===== src/rtl/clasificador_boton_pkg.sv =====
// Shared constants and types for the button front end: debounce settings and the
// click classifier state encoding and default timings.
package clasificador_boton_pkg;

  // Debounce front end, 20 ms at 50 MHz
  localparam int unsigned DebounceCount      = 1_000_000;
  localparam int unsigned DebounceSyncStages = 2;

  // Classifier default timings at 50 MHz
  localparam int unsigned CountLargoDef = 50_000_000;
  localparam int unsigned CountRepDef   = 12_500_000;
  localparam int unsigned CountDobleDef = 15_000_000;

  typedef enum logic [2:0] {
    StReposo,
    StPresionado,
    StLargo,
    StEsperaDoble,
    StSegundo
  } estado_e;

  // Width able to hold (largest threshold - 1), never below 1 bit
  function automatic int unsigned ancho_contador(input int unsigned a, input int unsigned b,
                                                 input int unsigned c);
    int unsigned m;
    m = a;
    if (b > m) m = b;
    if (c > m) m = c;
    return (m > 1) ? $clog2(m) : 1;
  endfunction

endpackage


===== src/rtl/contador_umbral.sv =====
// Clearable up-counter that raises a terminal flag at a runtime threshold and
// holds there instead of wrapping.
module contador_umbral #(
  parameter int unsigned Width = 8
) (
  input  logic             clk,
  input  logic             rst_n,
  input  logic             clr_i,
  input  logic             en_i,
  input  logic [Width-1:0] umbral_i,
  output logic             tc_o
);

  logic [Width-1:0] cuenta_q, cuenta_d;

  assign tc_o = (cuenta_q == umbral_i);

  always_comb begin
    cuenta_d = cuenta_q;
    if (clr_i) begin
      cuenta_d = '0;
    end else if (en_i && !tc_o) begin
      cuenta_d = cuenta_q + Width'(1);
    end
  end

  always_ff @(posedge clk or negedge rst_n) begin
    if (!rst_n) begin
      cuenta_q <= '0;
    end else begin
      cuenta_q <= cuenta_d;
    end
  end

endmodule


===== src/rtl/clasificador_boton.sv =====
// Classifies a debounced button into single click, double click, long press and
// auto-repeat one-cycle events, all from one shared threshold counter.
module clasificador_boton
  import clasificador_boton_pkg::*;
#(
  parameter int unsigned COUNT_LARGO = CountLargoDef,
  parameter int unsigned COUNT_REP   = CountRepDef,
  parameter int unsigned COUNT_DOBLE = CountDobleDef
) (
  input  logic clk,
  input  logic rst_n,
  input  logic boton_in,
  output logic presionado,
  output logic pulso_corto,
  output logic pulso_doble,
  output logic pulso_largo,
  output logic pulso_repeticion
);

  localparam int unsigned CntW = ancho_contador(COUNT_LARGO, COUNT_REP, COUNT_DOBLE);

  estado_e         estado_q, estado_d;
  logic            cnt_clr, cnt_en, cnt_tc;
  logic [CntW-1:0] umbral;
  logic            corto_d, doble_d, largo_d, rep_d;

  contador_umbral #(
    .Width(CntW)
  ) u_contador (
    .clk     (clk),
    .rst_n   (rst_n),
    .clr_i   (cnt_clr),
    .en_i    (cnt_en),
    .umbral_i(umbral),
    .tc_o    (cnt_tc)
  );

  assign cnt_en = (estado_q != StReposo);

  // The threshold follows the state; every state change clears the counter.
  always_comb begin
    umbral = CntW'(COUNT_LARGO - 1);
    case (estado_q)
      StLargo:       umbral = CntW'(COUNT_REP - 1);
      StEsperaDoble: umbral = CntW'(COUNT_DOBLE - 1);
      default:       umbral = CntW'(COUNT_LARGO - 1);
    endcase
  end

  always_comb begin
    estado_d = estado_q;
    cnt_clr  = 1'b0;
    corto_d  = 1'b0;
    doble_d  = 1'b0;
    largo_d  = 1'b0;
    rep_d    = 1'b0;
    case (estado_q)
      StReposo: begin
        cnt_clr = 1'b1;
        if (boton_in) estado_d = StPresionado;
      end
      StPresionado: begin
        if (!boton_in) begin
          estado_d = StEsperaDoble;
          cnt_clr  = 1'b1;
        end else if (cnt_tc) begin
          estado_d = StLargo;
          cnt_clr  = 1'b1;
          largo_d  = 1'b1;
        end
      end
      StLargo: begin
        if (!boton_in) begin
          estado_d = StReposo;
          cnt_clr  = 1'b1;
        end else if (cnt_tc) begin
          cnt_clr = 1'b1;
          rep_d   = 1'b1;
        end
      end
      StEsperaDoble: begin
        // A press on the timeout edge still counts as the second click
        if (boton_in) begin
          estado_d = StSegundo;
          cnt_clr  = 1'b1;
        end else if (cnt_tc) begin
          estado_d = StReposo;
          cnt_clr  = 1'b1;
          corto_d  = 1'b1;
        end
      end
      StSegundo: begin
        if (!boton_in) begin
          estado_d = StReposo;
          cnt_clr  = 1'b1;
          doble_d  = 1'b1;
        end else if (cnt_tc) begin
          estado_d = StLargo;
          cnt_clr  = 1'b1;
          largo_d  = 1'b1;
        end
      end
      default: begin
        estado_d = StReposo;
        cnt_clr  = 1'b1;
      end
    endcase
  end

  always_ff @(posedge clk or negedge rst_n) begin
    if (!rst_n) begin
      estado_q         <= StReposo;
      presionado       <= 1'b0;
      pulso_corto      <= 1'b0;
      pulso_doble      <= 1'b0;
      pulso_largo      <= 1'b0;
      pulso_repeticion <= 1'b0;
    end else begin
      estado_q         <= estado_d;
      presionado       <= boton_in;
      pulso_corto      <= corto_d;
      pulso_doble      <= doble_d;
      pulso_largo      <= largo_d;
      pulso_repeticion <= rep_d;
    end
  end

endmodule


===== config.mk =====
export PLATFORM = sky130hd
export DESIGN_NAME = clasificador_boton
export DESIGN_NICKNAME = d
export VERILOG_FILES = /design/src/rtl/clasificador_boton_pkg.sv /design/src/rtl/contador_umbral.sv /design/src/rtl/clasificador_boton.sv
export SDC_FILE = /design/constraint.sdc
export NUM_CORES = 1
export LEC_CHECK = 0
export CAP_MARGIN = 20
export CORE_UTILIZATION = 55
export CTS_BUF_LIST = sky130_fd_sc_hd__clkbuf_8
export DETAILED_ROUTE_END_ITERATION = 7
export PLACE_DENSITY = 0.76
export SKIP_LAST_GASP = 1
export SYNTH_ARGS = -nofsm -noshare
export SYNTH_HDL_FRONTEND = slang
export SYNTH_SLANG_ARGS = --single-unit

===== constraint.sdc =====
create_clock -name clk -period 2.3 [get_ports clk]
set_input_delay 0.46 -clock clk [delete_from_list [all_inputs] [get_ports clk]]
set_output_delay 0.46 -clock clk [all_outputs]
set_load 0.005 [all_outputs]

# Yosys cells after proc, flatten, opt, wreduce, memory -nomap -nowiden

Cells that the tools add are included.

Flip-flop bits (word level): 34
Latch bits: 0
Memory bits (writable): 0
Bits in read-only memories: 0
Output and inout port bits: 5
Memories kept: 0

Add/sub/neg operators: 1
Multiply operators: 0
Div/mod/pow operators: 0
Order comparisons: 0
Equal/unequal tests: 8
Shifts and indexed selects: 0
Multiplexer cells: 22
Bitwise logic cells: 0
Reductions and logical operators: 8

Operators with widths:

| kind                                                   | number |
|---|---|
| 2-to-1 mux 26 bit                                      | 2 |
| case mux 26 bit (2 select lines)                       | 1 |
| adder 26 x 1 -> 26 bit (second input constant)         | 1 |
| == test 26 bit                                         | 1 |
| 2-to-1 mux 3 bit                                       | 7 |
| case mux 3 bit (5 select lines)                        | 1 |
| 2-to-1 mux 1 bit                                       | 10 |
| == test 3 x 2 -> 1 bit (second input constant)         | 2 |
| inequality test 2 bit (second input constant)          | 2 |
| == test 3 x 1 -> 1 bit (second input constant)         | 1 |
| == test 3 bit (second input constant)                  | 1 |
| zero test 3 bit                                        | 1 |
| inequality test 3 x 2 -> 1 bit (second input constant) | 1 |
| AND reduction 3 bit                                    | 1 |
| nonzero test 3 bit                                     | 1 |
| OR reduction 3 bit                                     | 1 |
| case mux 1 bit (2 select lines)                        | 1 |
| nonzero test 2 bit                                     | 1 |
| OR reduction 2 bit                                     | 1 |
| logical AND 1 bit                                      | 1 |
| zero test 1 bit                                        | 1 |

# Depth between registers and ports, before layout

Word-level depth: 7
Depth in mapped cells: 7

# Modules after synthesis

A second synthesis with hierarchy kept.

Cell total of the unflattened synthesis: 238
Area total of the unflattened synthesis: 2249.7 µm²

Modules (own cells, without submodules):

| module             | instances | cells each | area an instance (µm²) | seq. area each (µm²) |
|---|---|---|---|---|
| contador_umbral    | 1         | 189        | 1799.2                 | 650.6 |
| clasificador_boton | 1         | 49         | 450.4                  | 200.2 |

# Worst setup path after synthesis

Ideal clock, no wire load.

Path type: register to register
From: reg u_contador.cuenta_q[0]
To: reg estado_q[0]
Setup time: 119 ps
Arrival: 2298 ps
Data required time: 2181 ps
Path slack: -117 ps
Cell stages (with the launch flop): 7
Clock period less this slack: 2417 ps
Cell sequence: dfrtp_1 -> ha_1 -> nand4_1 -> or4_1 -> or4_4 -> or3_4 -> o21a_1

Cells in the longest elaborated chain, start to end: 4

Ends and longest elaborated chain:

| what                                       | RTL line                  | text |
|---|---|---|
| start, declared                            | contador_umbral.sv:14     | `logic [Width-1:0] cuenta_q, cuenta_d;` |
| start signal, assigned                     | contador_umbral.sv:31     | `cuenta_q <= cuenta_d;` |
| == test 26 bit *                           | contador_umbral.sv:16     | `assign tc_o = (cuenta_q == umbral_i);` |
| 2-to-1 mux 3 bit                           | -                         |  |
| 2-to-1 mux 3 bit, on equally long branches | -                         |  |
| case mux 3 bit (5 select lines)            | -                         |  |
| end signal, assigned                       | clasificador_boton.sv:112 | `estado_q <= StReposo;` |
| end signal, assigned                       | clasificador_boton.sv:119 | `estado_q <= estado_d;` |
| end, declared                              | clasificador_boton.sv:22  | `estado_e estado_q, estado_d;` |

Mark *: on every way between the ends. The rest lies on a longest branch, timed or not.
A chain may end at the register's enable or synchronous reset.

# Worst setup path in the final report

From: reg u_contador.cuenta_q[1]
To: reg pulso_corto

Cells in the longest elaborated chain, start to end: 4

Ends and longest elaborated chain:

| what                 | RTL line                  | text |
|---|---|---|
| == test 26 bit       | contador_umbral.sv:16     |  |
| 2-to-1 mux 1 bit     | clasificador_boton.sv:86  | `end else if (cnt_tc) begin` |
| 2-to-1 mux 1 bit     | clasificador_boton.sv:83  | `if (boton_in) begin` |
| 2-to-1 mux 1 bit     | clasificador_boton.sv:57  | `case (estado_q)` |
| named net corto_d    | clasificador_boton.sv:25  | `logic corto_d, doble_d, largo_d, rep_d;` |
| end signal, assigned | clasificador_boton.sv:121 | `pulso_corto <= corto_d;` |
| end, declared        | clasificador_boton.sv:14  | `output logic pulso_corto,` |

The timed path passes the listed nets, and every way through them passes these cells.

==> results_dict.tcl <==
set metrics [dict create \
    status "finished with violations" \
    violations "negative setup slack" \
    slowest_stage "or4_4" \
    setup_ws_ns -0.04067 \
    synth_top_family_by_area "simple AND/OR/NAND/NOR gates" \
    start_util_pct 59.72 \
    relSlewSlack_pct 65.89 \
    final_common_cell "dfrtp_1" \
    cp_max_fo 5 \
    cts_buffers 5 \
    maxCapViolCount 0 \
    grt_max_degree 35 \
    ant_nets 0 \
    synthFlopType "dfrtp_1" \
    cts_root_buf "clkbuf_8" \
    grt_pass1_vias 1545 \
    synthMuxAreaShare_pct 1.063 \
    ys_ff_latch 34 \
    die_area_um2 3661 \
    syn_nets 198 \
    num_io_pins 8 \
    vias_per_cell 6.104 \
    coreArea_um2 3153 \
    die_w_um 60.51 \
    grt_pass1_wl_um 6948 \
    hold_viol 0 \
    die_y_um 60.51 \
    hold_buffers 0 \
    clkTransAtPathRegs_ns 0.07 \
    fin_setup_tns_ns -0.3410 \
    cts_tree "done" \
    track_usage_pct 26.27 \
    finalCriticalPeriod_ns 2.341 \
    drt_iter0_drc 73 \
    crit_arrival_ns 2.54 \
    cpPeakStageDelay_ns 0.53 \
    p_leak_nw 0.8949 \
    num_vias 1648 \
    skew_ns 0.006909 \
    grt.overflow.total 0 \
    path_class "reg2reg" \
    antenna_cells 0 \
    fin_area_um2 2394 \
    yosys.area_share.simple_pct 31.23 \
    critPathCaptureType "register" \
    cts.sinks 34 \
    wl_per_cell_um 17.50 \
    cp.required_ns 2.50 \
    pre_cts_slack_ns -0.05604 \
    synth_compound_area_share_pct 4.983 \
    nNetsFinal 229 \
    gp_congestion 0.8778 \
    yosysSeqAreaShare_pct 45.18 \
    rows 20 \
    yosysWarningCount 0 \
    placed_area_um2 2074 \
    final_cell_mix "34 x dfrtp_1, 20 x xnor2_1, 20 x buf_4" \
    totalWireLength_um 4726 \
    clk_latency_ns 0.29 \
    antenna_found_initial 0 \
    p_total_mw 1.995 \
    powerDensity_nw_per_um2 833.5 \
    io_buffers 7 \
    drc_errors 0 \
    synth_edf_count 0 \
    area_growth_pct 27.11 \
    yosys.area_share.adder_pct 0.6645 \
    synthXorXnorAreaFrac_pct 12.09 \
    hold_path_class "reg2reg" \
    start_kind "register" \
    rsz0062_at_grt "true" \
    peakVddDrop_v 0.0005709 \
    slew_viol_final 0 \
    syn_area_um2 1883 \
    async_flop_share_pct 100.0 \
    finalCritPeriodShare_pct 101.8 \
    post-dp-hpwl_um 2870 \
    finalSetupViolations 15 \
    clk_path_buf_depth 2 \
    worstMarginPinSlew_ns 0.5116 \
    synth_area_per_cell_um2 9.706 \
    path_cells "ha_2 -> nand4_1 -> or4_1 -> or4_4 -> or3_4 -> nor4_4" \
    htreeDepth 2 \
    firstDrtPassIters 5 \
    syn-instance-count 194 \
    drive_above_1_share_pct 29.65 \
    hold_ws_ns 0.5726 \
    ys_types 38 \
    clock.fmax_mhz 427.2 \
]
==> per-stage QoR <==
step,instances,util [%]
final,270,75.91
after floorplan,194,-
after global routing,270,75.91
after global placement,254,65.79
after CTS,263,68.93
after detailed placement,254,65.79
==> path summary, 6_finish.rpt <==
path,start,end,slack (ns),cells past startpoint
min in group asynchronous,rst_n,pulso_corto$_DFF_PN0_,0.58,2
min,u_contador.cuenta_q[9]$_DFFE_PN0P_,u_contador.cuenta_q[9]$_DFFE_PN0P_,0.57,2
max in group asynchronous,rst_n,u_contador.cuenta_q[1]$_DFFE_PN0P_,1.40,2
max reg2reg,u_contador.cuenta_q[1]$_DFFE_PN0P_,pulso_corto$_DFF_PN0_,-0.04,6
max,u_contador.cuenta_q[1]$_DFFE_PN0P_,pulso_corto$_DFF_PN0_,-0.04,6
min reg2reg,u_contador.cuenta_q[9]$_DFFE_PN0P_,u_contador.cuenta_q[9]$_DFFE_PN0P_,0.57,2
==> sequential cells by signal, summed over array words and instances, names as in the netlist <==
name and count:
estado_q 3, presionado 1, pulso_corto 1, pulso_doble 1, pulso_largo 1, pulso_repeticion 1, u_contador.cuenta_q 26
==> layout make-up <==
class / instances / area [um^2]
inverter: 5 / 18.77
fill: 220 / 759.5
tap: 44 / 55.05
sequential: 34 / 850.8
clock inverter: 2 / 8.758
clock buffer: 6 / 82.58
timing repair buffer: 33 / 300.3
multi-input combinational: 146 / 1077
==> Yosys cell counts (2+ instances only) <==
master    instances  area (um^2)
nand4_1           8        50.05
nor2_1           33        123.9
inv_1             5        18.77
nor3b_1           3        22.52
o21a_1            2        15.01
nand2_1          14        52.55
or4_1             3        22.52
nand3_1           6        30.03
or2_2             2        12.51
and3b_1           2        17.52
a21oi_1           4        20.02
nor3_1           10        50.05
o31ai_1           3        22.52
xor2_1            6        52.55
xnor2_1          20        175.2
mux2i_1           2        20.02
clkbuf_1          3        11.26
and4_1            3        26.28
nor4_4            2        42.54
buf_6             5        56.30
or3_1             3        18.77
dfrtp_1          34        850.8
and3_1            2        12.51
nor4_1            5        31.28
==> worst max-delay path, delay by kind of cell (launching register included) <==
| family | cells | cell delay (ns) |
|---|---|---|
| DFF | 1 | 0.36 |
| adders and majority gates | 1 | 0.19 |
| and+or+nand+nor | 5 | 1.70 |
==> what timing repair did <==
action | in CTS | in global routing
endpoints found under the setup margin | 5 | 31
setup buffers | 1 | 5
gates resized for setup | 0 | 51
pin swaps | 2 | 21
gates cloned | 0 | 2
==> where the power goes <==
group	switching (mW)	internal [mW]	leakage (nW)	total, mW
logic	0.498	0.392	0.376	0.890
registers	0.0192	0.634	0.467	0.653
clock network	0.216	0.237	0.0524	0.453
total	0.733	1.26	0.895	2.00
==> per-layer routing <==
layer | up-vias | share of wire, % | global-route usage, %
met5 | - | 0 | 0
met4 | 0 | 4.1 | 9.740
met3 | 28 | 5.0 | 6.823
met2 | 70 | 51 | 43.64
met1 | 814 | 40 | 33.10
li1 | 736 | - | -
==> kinds of logic (layout without fill, tap and decap cells) <==
kind of cell | Yosys count | count (layout)
compound gates | 12 | 12
flops | 34 | 34
mux | 2 | 2
buf+inv | 14 | 46
simple gates | 105 | 105
fa+ha+maj | 1 | 1
xor+xnor | 26 | 26
Power figures use the tool's default switching activity.
